`config.mk`:
```
export PLATFORM = sky130hd
export DESIGN_NAME = vga_mem_arbiter
export DESIGN_NICKNAME = d
export VERILOG_FILES = /design/src/rtl/vga_pkg.sv /design/src/rtl/vga_fetch_addr.sv /design/src/rtl/vga_mem_arbiter.sv
export SDC_FILE = /design/constraint.sdc
export NUM_CORES = 1
export LEC_CHECK = 0
export BUFFER_PORTS_ARGS = -buffer_cell sky130_fd_sc_hd__buf_4
export CAP_MARGIN = 20
export CORE_MARGIN = 2
export CORE_UTILIZATION = 52
export CTS_BUF_LIST = sky130_fd_sc_hd__clkbuf_16
export DETAILED_ROUTE_END_ITERATION = 7
export MAX_ROUTING_LAYER = met4
export PLACE_DENSITY = 0.87
export SLEW_MARGIN = 0
export SYNTH_ARGS = -nofsm -noshare
export SYNTH_HDL_FRONTEND = slang
export SYNTH_SLANG_ARGS = --single-unit
```
`constraint.sdc`:
```
create_clock -name clk -period 7.8 [get_ports clk]
set_clock_uncertainty 0.15 [all_clocks]
set_input_delay 0.78 -clock clk [delete_from_list [all_inputs] [get_ports clk]]
set_output_delay 0.78 -clock clk [all_outputs]
set_load 0.02 [all_outputs]
```
`src/rtl/vga_pkg.sv`:
```
// rtl/vga_pkg.sv - shared state encoding and line-buffer index widths
package vga_pkg;

  typedef enum logic [1:0] {
    ST_IDLE  = 2'd0,
    ST_FETCH = 2'd1,
    ST_HOST  = 2'd2
  } arb_state_t;

  localparam int BANK_W = 1;
  localparam int WORD_W = 10;
  localparam int LINE_W = 12;
  localparam int LB_AW  = BANK_W + WORD_W;

  // Line-buffer write index: bank selects the odd/even line, word is the pixel column
  function automatic logic [LB_AW-1:0] lb_index(input logic [BANK_W-1:0] bank,
                                                input logic [WORD_W-1:0] word);
    return {bank, word};
  endfunction

endpackage

```
`src/rtl/vga_fetch_addr.sv`:
```
// rtl/vga_fetch_addr.sv - registered line*H_ACTIVE+word address generator
module vga_fetch_addr
  import vga_pkg::*;
#(
  parameter int          AW       = 20,
  parameter int          H_ACTIVE = 640,
  parameter int unsigned BASE     = 0
) (
  input  logic              clk,
  input  logic              rst,
  input  logic [LINE_W-1:0] line,
  input  logic [WORD_W-1:0] word,
  output logic [AW-1:0]     addr
);

  // Fed with next-cycle counter values, so addr lines up with the live counters
  always_ff @(posedge clk) begin
    if (rst) begin
      addr <= '0;
    end else begin
      addr <= AW'(BASE) + AW'(line) * AW'(H_ACTIVE) + AW'(word);
    end
  end

endmodule

```
`src/rtl/vga_mem_arbiter.sv`:
```
// rtl/vga_mem_arbiter.sv - display line prefetch and host access arbiter
module vga_mem_arbiter
  import vga_pkg::*;
#(
  parameter int          H_ACTIVE = 640,
  parameter int          V_ACTIVE = 480,
  parameter int          V_TOTAL  = 525,
  parameter int          AW       = 20,
  parameter int          DW       = 16,
  parameter int unsigned BASE     = 0
) (
  input  logic             clk,
  input  logic             rst,
  input  logic [11:0]      hdata,
  input  logic [11:0]      vdata,
  input  logic             host_req,
  input  logic             host_we,
  input  logic [AW-1:0]    host_addr,
  input  logic [DW-1:0]    host_wdata,
  output logic             host_ack,
  output logic [DW-1:0]    host_rdata,
  output logic             mem_req,
  output logic             mem_we,
  output logic [AW-1:0]    mem_addr,
  output logic [DW-1:0]    mem_wdata,
  input  logic             mem_ack,
  input  logic [DW-1:0]    mem_rdata,
  output logic             lb_we,
  output logic [LB_AW-1:0] lb_addr,
  output logic [DW-1:0]    lb_wdata,
  output logic             fetch_busy,
  output logic             underrun
);

  arb_state_t        state_q, state_d;
  logic [LINE_W-1:0] line_q, line_d, pend_line_q, pend_line_d, trig_line;
  logic [WORD_W-1:0] word_q, word_d;
  logic              pend_q, pend_d, underrun_q;
  logic              trig, restart, fetch_sel, host_sel;
  logic [AW-1:0]     fetch_addr;

  // A pending or fresh trigger while fetching means the current line is abandoned
  assign restart   = pend_q || trig;
  assign fetch_sel = (state_q == ST_FETCH);
  // Zero-wait host accesses complete straight from IDLE; a stalled one parks in HOST
  assign host_sel  = (state_q == ST_HOST) ||
                     ((state_q == ST_IDLE) && host_req && !trig && !pend_q);

  // Line-start triggers: next visible line, or line 0 during the last blanking line
  always_comb begin
    trig      = (hdata == 12'd0) &&
                ((vdata < 12'(V_ACTIVE - 1)) || (vdata == 12'(V_TOTAL - 1)));
    trig_line = (vdata == 12'(V_TOTAL - 1)) ? '0 : vdata + 12'd1;
  end

  // Next state, fetch counters and pending-trigger bookkeeping
  always_comb begin
    state_d     = state_q;
    line_d      = line_q;
    word_d      = word_q;
    pend_d      = pend_q;
    pend_line_d = pend_line_q;
    if (trig) begin
      pend_d      = 1'b1;
      pend_line_d = trig_line;
    end
    unique case (state_q)
      ST_IDLE: begin
        if (trig || pend_q) begin
          state_d = ST_FETCH;
          line_d  = trig ? trig_line : pend_line_q;
          word_d  = '0;
          pend_d  = 1'b0;
        end else if (host_req && !mem_ack) begin
          state_d = ST_HOST;
        end
      end
      ST_FETCH: begin
        if (mem_ack) begin
          if (restart) begin
            line_d = trig ? trig_line : pend_line_q;
            word_d = '0;
            pend_d = 1'b0;
          end else if (word_q == WORD_W'(H_ACTIVE - 1)) begin
            state_d = ST_IDLE;
            word_d  = '0;
          end else begin
            word_d = word_q + WORD_W'(1);
          end
        end
      end
      ST_HOST: begin
        if (mem_ack) begin
          state_d = ST_IDLE;
        end
      end
      default: state_d = ST_IDLE;
    endcase
  end

  // State register; underrun fires the cycle after a trigger lands mid-fetch
  always_ff @(posedge clk) begin
    if (rst) begin
      state_q     <= ST_IDLE;
      line_q      <= '0;
      word_q      <= '0;
      pend_q      <= 1'b0;
      pend_line_q <= '0;
      underrun_q  <= 1'b0;
    end else begin
      state_q     <= state_d;
      line_q      <= line_d;
      word_q      <= word_d;
      pend_q      <= pend_d;
      pend_line_q <= pend_line_d;
      underrun_q  <= trig && fetch_sel;
    end
  end

  vga_fetch_addr #(
    .AW       (AW),
    .H_ACTIVE (H_ACTIVE),
    .BASE     (BASE)
  ) u_addr (
    .clk  (clk),
    .rst  (rst),
    .line (line_d),
    .word (word_d),
    .addr (fetch_addr)
  );

  // Memory and line-buffer port steering; everything forced low while in reset
  always_comb begin
    mem_req    = 1'b0;
    mem_we     = 1'b0;
    mem_addr   = '0;
    mem_wdata  = '0;
    host_ack   = 1'b0;
    host_rdata = '0;
    lb_we      = 1'b0;
    lb_addr    = '0;
    lb_wdata   = '0;
    fetch_busy = 1'b0;
    underrun   = 1'b0;
    if (!rst) begin
      fetch_busy = fetch_sel || pend_q;
      underrun   = underrun_q;
      lb_addr    = lb_index(line_q[0], word_q);
      if (fetch_sel) begin
        mem_req  = 1'b1;
        mem_addr = fetch_addr;
        lb_we    = mem_ack && !restart;
        lb_wdata = mem_rdata;
      end else if (host_sel) begin
        mem_req    = 1'b1;
        mem_we     = host_we;
        mem_addr   = host_addr;
        mem_wdata  = host_wdata;
        host_ack   = mem_ack;
        host_rdata = mem_ack ? mem_rdata : '0;
      end
    end
  end

endmodule

```
==> run_results.csv <==
group,metric,value,unit
route,vias,4030,
synth,synth_edf_count,0,
cts,clk_pin_slew,0.07,ns
cts,ctsResizeCount,0,
synth,syn_nets,583,
synth,synth-simple-area-share,32.61,%
global_routing,antenna_found_initial,0,
cts,cts_root_buf,"clkbuf_16",
synth,ys_warn_count,0,
floorplan,dieHeight,89.03,µm
pwr,seq_power_share,42.1,%
route,drc_errors,0,
sta,slew_violations,0,
cts,cts_hold_buf,0,
synth,synth_area_leaders,"dfxtp_1 27%, ha_1 8.3%, and3_1 6.2%, nor2_1 5.7%, and2_1 5.2%",
cts,cts_setup_buffers,0,
synth,yosysTopAreaCellShare,27.15,%
pwr,p_per_area,118.7,nW/µm²
pwr,clkPwrFrac,40.3,%
global_routing,grt_pass1_vias,3694,
cts,cts.htree.levels,2,
hold_path,hold_path.class,"reg -> reg",
setup_path,critPathLaunchType,"input pin",
synth,synthAdderAreaFrac,9.384,%
sta,fin_crit_sh,74.02,%
pwr,power.share.switching,24.80,%
synth,synthMuxAreaShare,4.226,%
floorplan,ios,166,
setup_path,worst_ep_required_time,7.86,ns
route,viasPerCell,5.582,
final_layout,fill_cells,534,
route,drtIter0Drc,216,
cts,cts_tree,"yes",
cts,insertion_delay,0.29,ns
sta,hold_viol,0,
sta,tightest_slew,0.7836,ns
placed_design,place.gp.congestion,0.9821,
synth,seq_area_frac_synth,27.15,%
synth,synth_cell_types,59,
synth,synth-main-ff-cell,"dfxtp_1",
pwr,p_sw,153.5,µW
floorplan,core-area,6907,µm²
final_layout,drive_gt1_share,31.15,%
pwr,p_leak,2.595,nW
sta,setup_viol,0,
final_layout,final_nets,733,
synth,yosysMostFrequentCell,"nor2_1",
floorplan,start_util,54.44,%
cts,cts_buffers,5,
cts,cts_sinks,51,
final_layout,final_core_util,75.51,%
setup_path,end_kind,"register",
synth,synth_compound_area_share,16.84,%
placed_design,numPortBuffers,165,
pwr,ir_drop,99.57,µV
synth,ys_async_sr_fraction,0,%
synth,synth_top_family_by_area,"simple AND/OR/NAND/NOR gates",
floorplan,die_w,89.03,µm
sta,rsz0062_at_grt,"no",
sta,tns,0,ns
route,dr.pass1.iters,5,
global_routing,grt_pass1_wl,17.65,mm
setup_path,cp.arrival,5.84,ns
final_layout,antenna_cells,0,
synth,yosys.area.top_type,"dfxtp_1",
synth,synthTopCellsByCount,"57 x nor2_1, 51 x dfxtp_1, 37 x and3_1",
setup_path,critPathKind,"in -> reg",
sta,period_needed,5.774,ns
setup_path,cp_max_fo,17,
synth,synth_cells,475,
global_routing,overflow,0,
pwr,power_frac_comb,17.5,%
outcome,outcome,"finished clean",
final_layout,syn_to_final_growth,38.70,%
synth,synth_area,3760,µm²
route,wire_per_inst,16.10,µm
synth,synthXorXnorAreaFrac,5.358,%
floorplan,die-area,7926,µm²
cts,clock_path_buffers,2,
floorplan,fp-row-count,30,
placed_design,hpwl,8.917,mm
synth,avgSynthCellArea,7.915,µm²
pwr,internal_power,465.4,µW
global_routing,globalRouteTotalUtil,28.77,%
sta,timing.fmax,0.1732,GHz
synth,ys_ff_latch,51,
run,cap_violations,0,
sta,slew_headroom,47.21,%
global_routing,grt_max_degree,71,
route,ant_nets,0,
route,routed_wl,11.63,mm
-- power by group through the flow --
stage	combinational, mW	clock (mW)	sequential, mW
2_1_floorplan	0.0480	0	0.267
3_3_place_gp	0.105	0	0.267
3_5_place_dp	0.107	0	0.267
4_1_cts	0.108	0.252	0.261
5_1_grt	0.117	0.260	0.261
6_report	0.109	0.249	0.261
-- path summary, 6_finish.rpt --
path,from,endpoint,slack (ns),cells after the start
worst max-delay path,vdata[0],u_addr.addr[18],2.03,15
worst min-delay path,line_q[11],line_q[11],0.32,2
worst max register to register,state_q[0],u_addr.addr[18],2.93,12
worst min register to register,line_q[11],line_q[11],0.32,2
-- per-stage QoR --
step	hold WS, ns	total power [mW]	setup WS [ns]	instances	cell area (µm²)
CTS	0.3183	0.6208	2.121	722	5215
detailed placement	0.3097	0.3744	1.865	714	5047
global route	0.3375	0.6372	1.686	722	5215
global placement	0.2973	0.3720	2.067	714	5047
floorplan	0.2899	0.3147	2.560	475	3760
finish	0.3174	0.6189	2.026	722	5215
-- metal layers --
layer	routed length [µm]	GRT usage, %
met1	4839	35.68
met4	130	6.649
met5	0	-
met2	6003	49.46
met3	652	4.432
-- worst max-delay path: stages --
cell and delay, ns:
buf_4 0.13, ha_1 0.23, and4_1 0.24, o311a_2 0.39, nor3_4 0.68, mux2_2 0.42, mux2_2 0.29, ha_1 0.28
ha_1 0.26, a211oi_1 0.46, nor2_1 0.18, o311ai_1 0.56, nand3_1 0.23, or4_1 0.54, a21oi_1 0.16
-- final cells by class --
type	instances	area, µm²	area share (%)
clock buffers	5	125.1	2.399
clock inverters	3	42.54	0.8157
inverters	15	56.30	1.080
multi-input cells	383	2581	49.50
flip-flops and latches	51	1021	19.58
well taps	96	120.1	2.303
repair buffers	169	1269	24.33
-- placed cells by master, fill, tap and decap left out, drive strengths merged, types with 5 or more instances in the layout --
| cell type | instances |
|---|---|
| buf | 169 |
| nand4 | 5 |
| ha | 25 |
| clkbuf | 5 |
| nand2 | 35 |
| a22oi | 21 |
| or2 | 5 |
| inv | 17 |
| xor2 | 10 |
| xnor2 | 13 |
| and3 | 37 |
| nor2 | 57 |
| nor2b | 19 |
| o21ai | 12 |
| nand3 | 10 |
| dfxtp | 51 |
| a21oi | 16 |
| nor4 | 8 |
| mux2i | 8 |
| mux2 | 7 |
| nor3 | 7 |
| and2 | 31 |
| a211oi | 6 |
-- kinds of logic after synthesis --
group / after synthesis
adder cells (fa/ha/maj): 27
XOR/XNOR: 23
buffers and inverters: 41
AND/OR/NAND/NOR: 230
flip-flops: 51
multiplexers: 15
AO/OA/AOI/OAI: 88
(Power assumes the default switching activity.)
